===== src/rtl/clkdiv_pkg.sv =====
// Shared definitions for the programmable clock-enable divider.
//   CNT_W_DEF : default width of counter, divisor and high-time fields
//   DIV_MIN   : smallest legal divisor; smaller requests are raised to it
//   clamp_div / clamp_high : turn a requested (div, high) pair into the
//                            (div_c, high_c) pair that is actually stored
package clkdiv_pkg;

    localparam int unsigned CNT_W_DEF = 16;
    localparam int unsigned DIV_MIN   = 2;

    // Operands are zero-extended to 32 bits by the caller. The result
    // never exceeds the wider of the input and DIV_MIN, so truncating
    // back to the field width is lossless.
    function automatic logic [31:0] clamp_div(input logic [31:0] div);
        return (div < 32'(DIV_MIN)) ? 32'(DIV_MIN) : div;
    endfunction

    // div_c must already be clamped. A high time longer than the period
    // saturates to the period, which makes q constant 1.
    function automatic logic [31:0] clamp_high(input logic [31:0] div_c,
                                               input logic [31:0] high);
        return (high > div_c) ? div_c : high;
    endfunction

endpackage


===== src/rtl/clkdiv_cfg_shadow.sv =====
// Single-slot configuration shadow for prog_clk_divider.
//   clk, rst_n    : clock, asynchronous active-low reset
//   cfg_valid     : producer offers a new (cfg_div, cfg_high) pair
//   cfg_div       : requested period in clk cycles
//   cfg_high      : requested high cycles per period
//   cfg_ready     : slot free; transfer on cfg_valid && cfg_ready
//   apply         : strobe from the divider; shadow contents were consumed
//   pending       : shadow holds an accepted, not yet applied config
//   shadow_div    : clamped divisor waiting to be applied
//   shadow_high   : clamped high time waiting to be applied
module clkdiv_cfg_shadow
    import clkdiv_pkg::*;
#(
    parameter int unsigned CNT_W = CNT_W_DEF
) (
    input  logic             clk,
    input  logic             rst_n,
    input  logic             cfg_valid,
    input  logic [CNT_W-1:0] cfg_div,
    input  logic [CNT_W-1:0] cfg_high,
    output logic             cfg_ready,
    input  logic             apply,
    output logic             pending,
    output logic [CNT_W-1:0] shadow_div,
    output logic [CNT_W-1:0] shadow_high
);

    logic             pending_q, pending_d;
    logic [CNT_W-1:0] shadow_div_q, shadow_div_d;
    logic [CNT_W-1:0] shadow_high_q, shadow_high_d;
    logic             accept;

    assign cfg_ready   = !pending_q;
    assign accept      = cfg_valid && !pending_q;
    assign pending     = pending_q;
    assign shadow_div  = shadow_div_q;
    assign shadow_high = shadow_high_q;

    // apply is only raised while pending is set, and accept only while it
    // is clear, so the two never meet on the same edge.
    always_comb begin
        pending_d     = pending_q;
        shadow_div_d  = shadow_div_q;
        shadow_high_d = shadow_high_q;
        if (accept) begin
            pending_d     = 1'b1;
            shadow_div_d  = CNT_W'(clamp_div(32'(cfg_div)));
            shadow_high_d = CNT_W'(clamp_high(clamp_div(32'(cfg_div)),
                                              32'(cfg_high)));
        end else if (apply) begin
            pending_d = 1'b0;
        end
    end

    always_ff @(posedge clk or negedge rst_n) begin
        if (!rst_n) begin
            pending_q     <= 1'b0;
            shadow_div_q  <= '0;
            shadow_high_q <= '0;
        end else begin
            pending_q     <= pending_d;
            shadow_div_q  <= shadow_div_d;
            shadow_high_q <= shadow_high_d;
        end
    end

endmodule


===== src/rtl/prog_clk_divider.sv =====
// Runtime-programmable clock-enable divider with programmable duty cycle.
//   clk, rst_n    : clock, asynchronous active-low reset
//   ena           : count enable; low freezes counter and q, clears tick
//   cfg_valid     : new configuration offered
//   cfg_div       : requested period in clk cycles (clamped to >= 2)
//   cfg_high      : requested high cycles per period (clamped to <= div)
//   cfg_ready     : configuration slot free
//   cfg_pending   : accepted configuration not yet applied
//   q             : registered divided output
//   tick          : registered one-cycle pulse on each period start
module prog_clk_divider
    import clkdiv_pkg::*;
#(
    parameter int unsigned CNT_W        = CNT_W_DEF,
    parameter int unsigned DEFAULT_DIV  = 10,
    parameter int unsigned DEFAULT_HIGH = 5
) (
    input  logic             clk,
    input  logic             rst_n,
    input  logic             ena,
    input  logic             cfg_valid,
    input  logic [CNT_W-1:0] cfg_div,
    input  logic [CNT_W-1:0] cfg_high,
    output logic             cfg_ready,
    output logic             cfg_pending,
    output logic             q,
    output logic             tick
);

    localparam logic [CNT_W-1:0] DIV_RST  = CNT_W'(DEFAULT_DIV);
    localparam logic [CNT_W-1:0] HIGH_RST = CNT_W'(DEFAULT_HIGH);
    // Counter sits at the last count so the first enabled edge wraps and
    // starts a period.
    localparam logic [CNT_W-1:0] CNT_RST  = CNT_W'(DEFAULT_DIV - 1);

    logic [CNT_W-1:0] cnt_q, cnt_d;
    logic [CNT_W-1:0] div_q, div_d;
    logic [CNT_W-1:0] high_q, high_d;
    logic             q_q, q_d;
    logic             tick_q, tick_d;

    logic             pending;
    logic [CNT_W-1:0] shadow_div;
    logic [CNT_W-1:0] shadow_high;
    logic             apply;
    logic             wrap;
    logic [CNT_W-1:0] cnt_inc;

    clkdiv_cfg_shadow #(
        .CNT_W (CNT_W)
    ) u_shadow (
        .clk         (clk),
        .rst_n       (rst_n),
        .cfg_valid   (cfg_valid),
        .cfg_div     (cfg_div),
        .cfg_high    (cfg_high),
        .cfg_ready   (cfg_ready),
        .apply       (apply),
        .pending     (pending),
        .shadow_div  (shadow_div),
        .shadow_high (shadow_high)
    );

    // div_q >= 2 always, so div_q - 1 cannot underflow.
    assign wrap    = (cnt_q == div_q - CNT_W'(1));
    assign cnt_inc = cnt_q + CNT_W'(1);

    always_comb begin
        cnt_d  = cnt_q;
        div_d  = div_q;
        high_d = high_q;
        q_d    = q_q;
        tick_d = 1'b0;
        apply  = 1'b0;
        if (ena) begin
            if (wrap) begin
                cnt_d  = '0;
                tick_d = 1'b1;
                if (pending) begin
                    // New settings take effect on the first cycle of the
                    // new period, so q is judged against the new high time.
                    apply  = 1'b1;
                    div_d  = shadow_div;
                    high_d = shadow_high;
                    q_d    = (shadow_high != '0);
                end else begin
                    q_d = (high_q != '0);
                end
            end else begin
                cnt_d = cnt_inc;
                q_d   = (cnt_inc < high_q);
            end
        end else if (pending) begin
            // While frozen there is no period to protect: apply at once and
            // park the counter so the next enabled edge starts a period.
            apply  = 1'b1;
            div_d  = shadow_div;
            high_d = shadow_high;
            cnt_d  = shadow_div - CNT_W'(1);
        end
    end

    always_ff @(posedge clk or negedge rst_n) begin
        if (!rst_n) begin
            cnt_q  <= CNT_RST;
            div_q  <= DIV_RST;
            high_q <= HIGH_RST;
            q_q    <= 1'b0;
            tick_q <= 1'b0;
        end else begin
            cnt_q  <= cnt_d;
            div_q  <= div_d;
            high_q <= high_d;
            q_q    <= q_d;
            tick_q <= tick_d;
        end
    end

    assign q           = q_q;
    assign tick        = tick_q;
    assign cfg_pending = pending;

endmodule


===== config.mk =====
export PLATFORM = sky130hd
export DESIGN_NAME = prog_clk_divider
export DESIGN_NICKNAME = d
export VERILOG_FILES = /design/src/rtl/clkdiv_pkg.sv /design/src/rtl/clkdiv_cfg_shadow.sv /design/src/rtl/prog_clk_divider.sv
export SDC_FILE = /design/constraint.sdc
export NUM_CORES = 1
export LEC_CHECK = 0
export ABC_AREA = 1
export ABC_CLOCK_PERIOD_IN_PS = 3600
export BUFFER_PORTS_ARGS = -buffer_cell sky130_fd_sc_hd__buf_4
export CORE_MARGIN = 2
export CORE_UTILIZATION = 62
export CTS_CLUSTER_DIAMETER = 50
export DETAILED_ROUTE_END_ITERATION = 10
export MAX_ROUTING_LAYER = met4
export PLACE_DENSITY = 0.82
export SKIP_LAST_GASP = 1
export SLEW_MARGIN = 0
export SYNTH_ARGS = -nofsm -noshare
export SYNTH_HDL_FRONTEND = slang
export SYNTH_SLANG_ARGS = --single-unit

===== constraint.sdc =====
create_clock -name clk -period 3.6 [get_ports clk]
set_input_delay 0.18 -clock clk [delete_from_list [all_inputs] [get_ports clk]]
set_output_delay 0.18 -clock clk [all_outputs]
set_load 0.02 [all_outputs]

# Yosys cells after proc, flatten, opt, wreduce, memory -nomap -nowiden
# Cells that the tools add are included.
[totals]
reg_bits = 83
latchBits = 0
ram_bits = 0
romBits = 0
in_bits = 36
out_inout_bits = 4
word_cells = 42
n_memories = 0
[op_classes]
n_addsub = 3
n_mul = 0
div_mod_pow = 0
magnitude_cmp = 3
eq_ne = 2
shifts = 0
n_mux = 20
bitwise = 0
reduce_logical = 6
[ops]
columns = ["op", "count"]
rows = [
  ["$mux 16", 11],
  ["$gt 16x32->1", 1],
  ["$reduce_bool 16->1", 2],
  ["$sub 16x1->16 const B", 2],
  ["$add 16x1->16 const B", 1],
  ["$eq 16x16->1", 1],
  ["$lt 16x16->1", 1],
  ["$lt 16x2->1 const B", 1],
  ["$mux 1", 9],
  ["$reduce_bool 2->1", 2],
  ["$ne 2x1->1 const B", 1],
  ["$logic_and 1x1->1", 1],
  ["$logic_not 1->1", 1],
]

# Depth between registers and ports, before layout
# Gate-level depths: netlist of the first run.
[depth]
depth_word = 6
mapped_depth = 17
ltp_nobuf = 16

# Hierarchy
# A second synthesis of the first run with hierarchy kept.
[hier_totals]
hier_cells = 817
area_unflattened_um2 = 5760.5
[by_module_without_submodules]
columns = ["mod", "instances", "cells_each", "area_each_um2", "seq_area_each_um2"]
rows = [
  ["prog_clk_divider", 1, 563, 3827.4, 1258.7],
  ["clkdiv_cfg_shadow", 1, 254, 1933.1, 825.8],
]

# Worst setup path before layout of the first run
# No wires, ideal clock.
[synth_path]
kind = "register to register"
startpoint = "reg cnt_q[0]"
endpoint = "reg q_q, in the netlist q"
t_arrival_ps = 2478
required_ps = 3475
slack_ps = 997
stages_incl_launch_ff = 16
n_path_buf = 0
synth_period_minus_slack_ps = 2603
path_cell_list = "dfstp_2 -> ha_1 -> nand3_1 -> nor3_1 -> nand3_1 -> nor2_1 -> nand2_1 -> xor2_1 -> inv_1 -> ha_1 -> nand2_1 -> o21a_1 -> o221ai_1 -> a21oi_1 -> nand3_1 -> nand3_1"
[synth_between]
elab_chain_len = 3
word_cells_on_any_way = 4
cone_classes = "add/sub: 1; order compare: 1; eq/ne: 1; mux: 1"
[synth_lines]
columns = ["element", "line", "source"]
rows = [
  ["start, declared", "prog_clk_divider.sv:36", "logic [CNT_W-1:0] cnt_q, cnt_d;"],
  ["start signal, assigned", "prog_clk_divider.sv:111", "cnt_q <= cnt_d;"],
  ["$add 16x1->16", "prog_clk_divider.sv:66", "assign cnt_inc = cnt_q + CNT_W'(1);"],
  ["$lt 16x16->1", "prog_clk_divider.sv:91", "q_d = (cnt_inc < high_q);"],
  ["$mux 1 (*)", "prog_clk_divider.sv:76", "if (wrap) begin"],
  ["end signal, assigned", "prog_clk_divider.sv:114", "q_q <= q_d;"],
  ["end, declared", "prog_clk_divider.sv:39", "logic q_q, q_d;"],
]
# Every way passes the cells marked *; elsewhere a longest branch is shown, timed or not.
# A chain may end at the register's enable or synchronous reset.

# Worst setup path after layout of the first run
# Ends and elaborated chain as after synthesis.

==> out/results.ini, run 1 <==
[clock_tree]
cts_resized=0
root_buffer=clkbuf_8
clk_latency_ns=0.37
cts_sinks=83
cts_tree=yes
clock_path_buffers=2
clk_pin_slew_ns=0.10
htreeDepth=3
cts_hold_buf=0
cts_setup_buffers=0
cts-buffers-inserted=9

[status]
violations=hold timing
status=finished, violations left

[synthesis]
synth_ff_type=dfrtp_1
synthAdderAreaFrac_pct=7.37
syn-cell-area_um2=5780
avgSynthCellArea_um2=7.09
synth.largest_area_cell=dfrtp_1
ys_top_cells_by_area=dfrtp_1, nand2_1, ha_1, nand3_1, inv_1
syn_nets=885
synthMuxAreaShare_pct=0
synth_top_area_share_pct=33.4
ys_ff_latch=83
synth.distinct_cells=35
synth_top_family_by_area=simple AND/OR/NAND/NOR gates
ys_warn_count=0
netlist_instances=815
synth_compound_area_share_pct=11.1
yosysSeqAreaShare_pct=36.1
synth-xor-area-share_pct=4.70
synthSimpleGateAreaFrac_pct=32.6
synth-edff-count=0
synth-async-reset-ratio_pct=100

[timing]
slew_headroom_pct=30.8
fmax_mhz=327
timing.hold.ws_ns=-0.0101
min_period_over_period_pct=85.1
finalHoldViolCount=3
setup_tns_ns=0
finalClockSkew_ns=0.0171
period_minus_slack_ns=3.06
tightest_slew_ns=1.04
setup_viol=0
rsz0062_at_grt=no
drv_slew=0

[critical_path]
crit_path_top_delay_cell=dfstp_2
worstReg2RegStart=cnt_q[0]
path_buf_inv=1
rrSetupSlack_ns=0.54
crit_chain=ha_1 > nand3_1 > nor3_1 > nand3_1 > nor2_1 > nand2_1 > xor2_1 > inv_1 > ha_1 > nand2_1 > o21a_1 > o221ai_1 > a21oi_1 > nand3_1 > nand3_1
startpoint_type=register
cp_max_fo=7
rr_worst_depth=15
end_kind=register
crit_required_ns=3.86
critPathTopFamily=simple AND/OR/NAND/NOR gates
cp.arrival_ns=3.32
slowest_delay_ns=0.61
path_class=register to register
reg2reg_to=q
crit_top_cell=nand3_1

[routing]
wl_per_cell_um=15.6
vias=5605
vias_per_cell=5.83
drt_iter0_drc=455
post-route-drc-count=0
wl_um=15000
ant_nets=0
drtPass1Iterations=6

[power_and_ir_drop]
p_total_mw=3.81
leakagePower_nw=3.20
powerDensity_nw_per_um2=604
vdd_drop_max_mv=0.255

[cells_and_area]
final_common_cell=nand2_1
layout_common_cells=nand2_1, inv_1, nand3_1
fillers=767
drive_above_1_share_pct=9.29
finish.instance_area_um2=6310
syn2layout_area_growth_pct=9.19
multiInputGateArea_um2=3220
antenna-diode-count=0
ff_latch_area_um2=2080
nets=915

[floorplan]
io_pins=40
rows=35
die_x_um=101
core_area_um2=9150
dieArea_um2=10100
dieHeight_um=101
start_util_pct=63.1

[place]
io_buffers=39
placed_cell_area_um2=6120
dpl.hpwl_um=11400
gp_congestion=0.965

[global_routing]
grt_pass1_vias=5207
grt_max_degree=84
antenna_found_initial=0
grt_pass1_wl_um=24600
grt_usage_pct=31.9
grt-ovfl-total=0

[hold_path]
hold_class=input port to asynchronous set/reset pin

[job]
cap_violations=0

synthesized netlist by cell type (all sizes together) (8+ instances only):
library cell / instances
xor2: 23
nor3: 15
ha: 34
buf: 9
dfrtp: 77
o21ai: 67
nand3b: 9
nand3: 83
nand2: 211
inv: 88
nor2: 79
clkbuf: 18
nand4: 13
nor4: 13
a21oi: 49
xnor2: 8
cells by family (layout without fill, tap and decap cells):
| group | count (synthesis) | after routing |
|---|---|---|
| and+or+nand+nor | 427 | 427 |
| AOI/OAI and AO/OA | 124 | 124 |
| buffers and inverters | 116 | 151 |
| DFF | 83 | 83 |
| adders and majority gates | 34 | 34 |
| xor gates and xnor gates | 31 | 31 |
worst register-to-register path, stage by stage, from the launching register on:
cell	delay [ns]
dfstp_2	0.61
ha_1	0.20
nand3_1	0.12
nor3_1	0.43
nand3_1	0.21
nor2_1	0.21
nand2_1	0.09
xor2_1	0.13
inv_1	0.07
ha_1	0.27
nand2_1	0.06
o21a_1	0.18
o221ai_1	0.14
a21oi_1	0.07
nand3_1	0.08
nand3_1	0.07
flip-flops by register name, summed over array words and instances, names as in the netlist:
| signal | flops |
|---|---|
| cnt_q | 16 |
| div_q | 16 |
| high_q | 16 |
| q | 1 |
| tick | 1 |
| u_shadow.pending | 1 |
| u_shadow.shadow_div | 16 |
| u_shadow.shadow_high | 16 |
routing by layer:
metal | share of wire, % | vias to the layer above | track usage (%)
met3 | 7.2 | 44 | 4.44
met1 | 40 | 2552 | 39.0
met4 | 3.3 | 0 | 11.1
met2 | 50 | 262 | 54.5
met5 | 0 | - | -
li1 | - | 2747 | -
power breakdown:
group	leakage, nW	internal [mW]	switching [mW]	total (mW)
sequential	1.02	1.20	0.318	1.52
clock	0.0893	0.274	0.369	0.644
combinational	2.10	0.633	1.02	1.65
total	3.20	2.11	1.71	3.81
how the worst max path moves through the flow:
stage	slack, ns	to	startpoint	depth (start not counted)
after floorplan	1.0	q	cnt_q[0]	15
after global placement	0.76	u_shadow.shadow_high[9]	cfg_div[3]	15
after detailed placement	0.65	q	cnt_q[0]	15
after CTS	0.61	q	cnt_q[0]	15
after global routing	0.43	q	cnt_q[0]	15
final	0.54	q	cnt_q[0]	15
area by class of cell:
type,count,share of cell area (%)
clock buffers,10,2.18
clock inverters,6,0.734
multi-input cells,616,51.1
well taps,111,2.20
inverters,89,5.30
repair buffers,46,5.48
flip-flops and latches,83,33.1
per-stage QoR:
step                std cells  worst slack, ns  utilization, %
floorplan                 815            0.997               -
global placement          945            0.758            66.9
detailed placement        945            0.645            66.9
CTS                       961            0.610            68.9
global route              961            0.426            68.9
finish                    961            0.538            68.9
Power figures use the tool's default switching activity.
==> run 2, diff against run 1 <==
--- a/config.mk
+++ b/config.mk
@@ -9,11 +9,12 @@
 export ABC_CLOCK_PERIOD_IN_PS = 3600
 export BUFFER_PORTS_ARGS = -buffer_cell sky130_fd_sc_hd__buf_4
 export CORE_MARGIN = 2
-export CORE_UTILIZATION = 62
+export CORE_UTILIZATION = 63
+export CTS_BUF_LIST = sky130_fd_sc_hd__clkbuf_4
 export CTS_CLUSTER_DIAMETER = 50
 export DETAILED_ROUTE_END_ITERATION = 10
 export MAX_ROUTING_LAYER = met4
-export PLACE_DENSITY = 0.82
+export PLACE_DENSITY = 0.83
 export SKIP_LAST_GASP = 1
 export SLEW_MARGIN = 0
 export SYNTH_ARGS = -nofsm -noshare
==> run 2 against run 1 <==
The flow now finishes without violations. Count of clock-buffer cells in the layout is 1 higher. Via count is 1.0% higher. Clock power is 14% lower. Wire length rose by 3.5%. Non-clock buffer count increased by 2.
==> out/results.ini, run 2 (synthesis gave the netlist of run 1 again) <==
[status]
status=completed  ; was finished, violations left

[power_and_ir_drop]
vdd_drop_max_mv=0.288  ; was 0.255 mV
powerDensity_nw_per_um2=597  ; was 604 nW/µm²
p_total_mw=3.75  ; was 3.81 mW
leakagePower_nw=3.20  ; about the same

[timing]
rsz0062_at_grt=no  ; unchanged
drv_slew=0  ; unchanged
period_minus_slack_ns=3.01  ; was 3.06 ns
min_period_over_period_pct=83.7  ; was 85.1%
timing.hold.ws_ns=0.0176  ; was -0.0101 ns
setup_viol=0  ; unchanged
setup_slack_ns=0.585  ; was 0.538 ns
finalClockSkew_ns=0.0268  ; was 0.0171 ns
tightest_slew_ns=1.04  ; about the same
finalHoldViolCount=0  ; was 3
fmax_mhz=332  ; was 327 MHz
slew_headroom_pct=30.8  ; about the same
setup_tns_ns=0  ; unchanged

[routing]
post-route-drc-count=0  ; unchanged
wl_um=15500  ; was 15000 µm
drtPass1Iterations=5  ; was 6
drt_iter0_drc=385  ; was 455
vias=5663  ; was 5605
ant_nets=0  ; unchanged
wl_per_cell_um=16.1  ; was 15.6 µm
vias_per_cell=5.90  ; was 5.83

[global_routing]
antenna_found_initial=0  ; unchanged
grt_pass1_wl_um=26100  ; was 24600 µm
grt_max_degree=84  ; unchanged
grt_usage_pct=34.6  ; was 31.9%
grt_pass1_vias=5463  ; was 5207
grt-ovfl-total=0  ; unchanged

[place]
place_ws_ns=0.684  ; was 0.645 ns
gp_congestion=0.989  ; was 0.965
placed_cell_area_um2=6100  ; was 6120 µm²
dpl.hpwl_um=12000  ; was 11400 µm
placedCellCount=940  ; was 945
io_buffers=39  ; unchanged

[floorplan]
start_util_pct=65.6  ; was 63.1%
io_pins=40  ; unchanged
rows=34  ; was 35
core_area_um2=8810  ; was 9150 µm²
die_x_um=99.7  ; was 101 µm
dieHeight_um=99.7  ; was 101 µm
dieArea_um2=9950  ; was 10100 µm²

[cells_and_area]
antenna-diode-count=0  ; unchanged
final_util_pct=71.3  ; was 68.9%
final_common_cell=nand2_1  ; unchanged
syn2layout_area_growth_pct=8.75  ; was 9.19%
nets=917  ; was 915
finish.instance_area_um2=6280  ; was 6310 µm²
layout_common_cells=nand2_1, inv_1, nand3_1  ; unchanged
drive_above_1_share_pct=8.92  ; was 9.29%
final_cell_count_no_fill=960  ; was 961

[critical_path]
worstReg2RegStart=cnt_q[0]  ; unchanged
reg2reg_to=q  ; unchanged
rrSetupSlack_ns=0.59  ; was 0.54 ns
cp_max_fo=7  ; unchanged
crit_required_ns=3.93  ; was 3.86 ns
startpoint_type=register  ; unchanged
path_class=register to register  ; unchanged
cp.arrival_ns=3.34  ; was 3.32 ns
end_kind=register  ; unchanged
rr_worst_depth=15  ; unchanged

[job]
cap_violations=0  ; unchanged

[clock_tree]
clk_pin_slew_ns=0.14  ; was 0.10 ns
clk_latency_ns=0.46  ; was 0.37 ns
root_buffer=clkbuf_4  ; was clkbuf_8
cts-buffers-inserted=9  ; unchanged
cts_tree=yes  ; unchanged
clock_path_buffers=2  ; unchanged
htreeDepth=3  ; unchanged
cts_sinks=83  ; unchanged

[hold_path]
hold_end=u_shadow.shadow_high[2]
hold_path.startpoint=cfg_high[2]
whs_path_depth=3
hold_class=input port to register  ; was input port to asynchronous set/reset pin

-- run 2: cell count changes in the layout (fill, tap and decap cells not counted), sizes merged --
cell,before,now
buf,46,44
bufinv,0,1
clkbuf,10,11
clkinvlp,2,1
dlygate4sd3,0,4
inv,90,89
-- run 2: cell type report --
class	count	area [µm²]
fill	759	2520
timing repair buffer	48	370
tap	108	135
clock inverter	5	55.1
clock buffer	11	82.6
multi-input combinational	616	3220
sequential	83	2080
inverter	89	334
-- run 2: repair_timing --
item	in CTS	in global routing
endpoints found under the hold margin	80	0
setup endpoints to repair	0	0
hold buffers	4	0
resized for setup	0	0
buffers inserted	0	0
-- run 2: per-layer routing --
layer / up-vias / global-route usage [%] / share of wire (%)
met1: 2640 / 44.1 / 42
met4: 0 / 14.4 / 3.2
met3: 43 / 6.39 / 6.7
li1: 2753 / - / -
met2: 227 / 54.7 / 48
met5: - / - / 0
-- run 2: worst max path at each step --
stage / from / to / cells after the start / slack (ns)
after global routing: cnt_q[0] / q / 15 / 0.27
final: cnt_q[0] / q / 15 / 0.59
after detailed placement: cnt_q[0] / q / 15 / 0.68
after floorplan: cnt_q[0] / q / 15 / 1.0
after global placement: cnt_q[0] / q / 15 / 0.81
after CTS: cnt_q[0] / q / 15 / 0.62
-- run 2: power by group --
part	switching, mW	internal (mW)
Clock	0.327	0.227
Combinational	1.03	0.636
Sequential	0.331	1.20
Total	1.69	2.06
-- run 2: critical path, stage by stage (launching register included) --
cell and delay [ns]:
dfstp_2 0.62, ha_1 0.20, nand3_1 0.12, nor3_1 0.37, nand3_1 0.18, nor2_1 0.21
nand2_1 0.09, xor2_1 0.13, inv_1 0.07, ha_1 0.26, nand2_1 0.06, o21a_1 0.18
o221ai_1 0.15, a21oi_1 0.08, nand3_1 0.10, nand3_1 0.08
==> run 3, diff against run 2 <==
--- a/config.mk
+++ b/config.mk
@@ -6,7 +6,7 @@
 export NUM_CORES = 1
 export LEC_CHECK = 0
 export ABC_AREA = 1
-export ABC_CLOCK_PERIOD_IN_PS = 3600
+export ABC_CLOCK_PERIOD_IN_PS = 2960
 export BUFFER_PORTS_ARGS = -buffer_cell sky130_fd_sc_hd__buf_4
 export CORE_MARGIN = 2
 export CORE_UTILIZATION = 63
==> constraint.sdc (replaced) <==
create_clock -name clk -period 2.96 [get_ports clk]
set_input_delay 0.148 -clock clk [delete_from_list [all_inputs] [get_ports clk]]
set_output_delay 0.148 -clock clk [all_outputs]
set_load 0.02 [all_outputs]
==> run 3 against run 2 <==
Count of clock-buffer cells in the layout decreased by 2. Largest power group unchanged. Power increased by 21%. Setup slack got worse by 0.37 ns. Sequential cell count unchanged. Highest routed layer unchanged.
==> out/results.ini, run 3 (synthesis gave the netlist of run 1 again) <==
[place]
gp_congestion=0.946  ; was 0.989
dpl.hpwl_um=12300  ; was 12000 µm
io_buffers=39  ; unchanged

[critical_path]
cp_max_fo=7  ; unchanged
cp.arrival_ns=3.09  ; was 3.34 ns
startpoint_type=register  ; unchanged
crit_required_ns=3.30  ; was 3.93 ns
end_kind=register  ; unchanged
path_class=register to register  ; unchanged

[floorplan]
io_pins=40  ; unchanged
rows=34  ; unchanged
die_x_um=99.7  ; unchanged
dieHeight_um=99.7  ; unchanged
start_util_pct=65.6  ; unchanged
dieArea_um2=9950  ; unchanged
core_area_um2=8810  ; unchanged

[routing]
wl_um=16300  ; was 15500 µm
drtPass1Iterations=7  ; was 5
drt_iter0_drc=379  ; was 385
wl_per_cell_um=16.6  ; was 16.1 µm
vias_per_cell=5.98  ; was 5.90
ant_nets=0  ; unchanged
vias=5853  ; was 5663
post-route-drc-count=0  ; unchanged

[cells_and_area]
multiInputGateArea_um2=3220  ; about the same
layout_common_cells=nand2_1, inv_1, nand3_1  ; unchanged
ff_latch_area_um2=2080  ; unchanged
fillers=734  ; was 759
nets=935  ; was 917
final_common_cell=nand2_1  ; unchanged
drive_above_1_share_pct=9.43  ; was 8.92%
syn2layout_area_growth_pct=11.4  ; was 8.75%

[global_routing]
grt_usage_pct=35.7  ; was 34.6%
grt_pass1_wl_um=27100  ; was 26100 µm
grt-ovfl-total=0  ; unchanged
grt_max_degree=84  ; unchanged
grt_pass1_vias=5688  ; was 5463
antenna_found_initial=1  ; was 0

[timing]
drv_slew=0  ; unchanged
setup_viol=0  ; unchanged
finalHoldViolCount=0  ; unchanged
tightest_slew_ns=1.04  ; about the same
slew_headroom_pct=30.7  ; was 30.8%
timing.hold.ws_ns=0.0159  ; was 0.0176 ns
period_minus_slack_ns=2.74  ; was 3.01 ns
rsz0062_at_grt=no  ; unchanged
setup_tns_ns=0  ; unchanged
finalClockSkew_ns=0.0155  ; was 0.0268 ns
min_period_over_period_pct=92.7  ; was 83.7%
fmax_mhz=364  ; was 332 MHz

[clock_tree]
clk_pin_slew_ns=0.15  ; was 0.14 ns
htreeDepth=3  ; unchanged
clk_latency_ns=0.45  ; was 0.46 ns
cts_sinks=83  ; unchanged
cts_tree=yes  ; unchanged
root_buffer=clkbuf_4  ; unchanged
clock_path_buffers=2  ; unchanged
cts-buffers-inserted=9  ; unchanged

[power_and_ir_drop]
vdd_drop_max_mv=0.385  ; was 0.288 mV
powerDensity_nw_per_um2=704  ; was 597 nW/µm²
p_total_mw=4.53  ; was 3.75 mW
leakagePower_nw=3.26  ; was 3.20 nW

[job]
cap_violations=0  ; unchanged

[hold_path]
hold_class=input port to register  ; unchanged

[status]
status=completed  ; unchanged

run 3: cell count changes in the layout (fill, tap and decap cells not counted), sizes merged:
cell,previous run,this run
clkinvlp,1,2
bufinv,1,0
inv,89,91
clkbuf,11,9
dlygate4sd3,4,16
buf,44,50
diode,0,1
run 3: final timing paths:
path                            start                 endpoint  slack [ns]  depth (start not counted)
setup / recovery             cnt_q[0]                        q        0.22                         15
hold / removal             cfg_div[6]  u_shadow.shadow_high[6]        0.02                          3
setup reg to reg             cnt_q[0]                        q        0.22                         15
hold reg to reg             high_q[2]                high_q[2]        0.48                          2
max in group asynchronous       rst_n   u_shadow.shadow_div[7]        1.87                          2
min in group asynchronous       rst_n                 div_q[9]        0.40                          2
run 3: metrics by stage:
step	std cells	util (%)	cell area, µm²	worst slack [ns]
2_1_floorplan	815	-	5780	0.357
3_3_place_gp	946	69.8	6150	0.282
3_5_place_dp	946	69.8	6150	0.255
4_1_cts	978	73.0	6430	0.213
5_1_grt	979	73.1	6430	0.00121
6_report	979	73.1	6430	0.216
run 3: power breakdown:
| part | internal [mW] | switching [mW] |
|---|---|---|
| logic | 0.793 | 1.28 |
| registers | 1.45 | 0.402 |
| clock network | 0.179 | 0.425 |
run 3: layer usage:
metal  routed length (µm)  GRT usage [%]
met5                    0              -
met4                  696           17.2
met3                 1100           5.06
met2                 7810           58.9
met1                 6680           43.2
run 3: critical path, cell delays in order, from the launching register on:
cell and delay [ns]:
dfstp_2 0.62, ha_1 0.20, nand3_1 0.15, nor3_2 0.17
nand3_1 0.14, nor2_1 0.18, nand2_1 0.09, xor2_1 0.16
inv_1 0.07, ha_1 0.27, nand2_1 0.06, o21a_1 0.18
o221ai_1 0.15, a21oi_1 0.06, nand3_1 0.08, nand3_1 0.06
run 3: final cells by class:
| type | count | share of cell area [%] |
|---|---|---|
| Antenna cell | 1 | 0.0389 |
| Clock buffer | 9 | 1.05 |
| Multi-Input combinational cell | 616 | 50.1 |
| Timing Repair Buffer | 66 | 8.32 |
| Tap cell | 108 | 2.10 |
| Inverter | 89 | 5.19 |
| Clock inverter | 7 | 0.797 |
| Sequential cell | 83 | 32.4 |
run 3: timing repair:
item,in CTS,in global routing
gates resized for setup,0,1
setup buffers,0,0
setup endpoints to repair,0,1
hold buffers,16,0
endpoints found under the hold margin,92,0
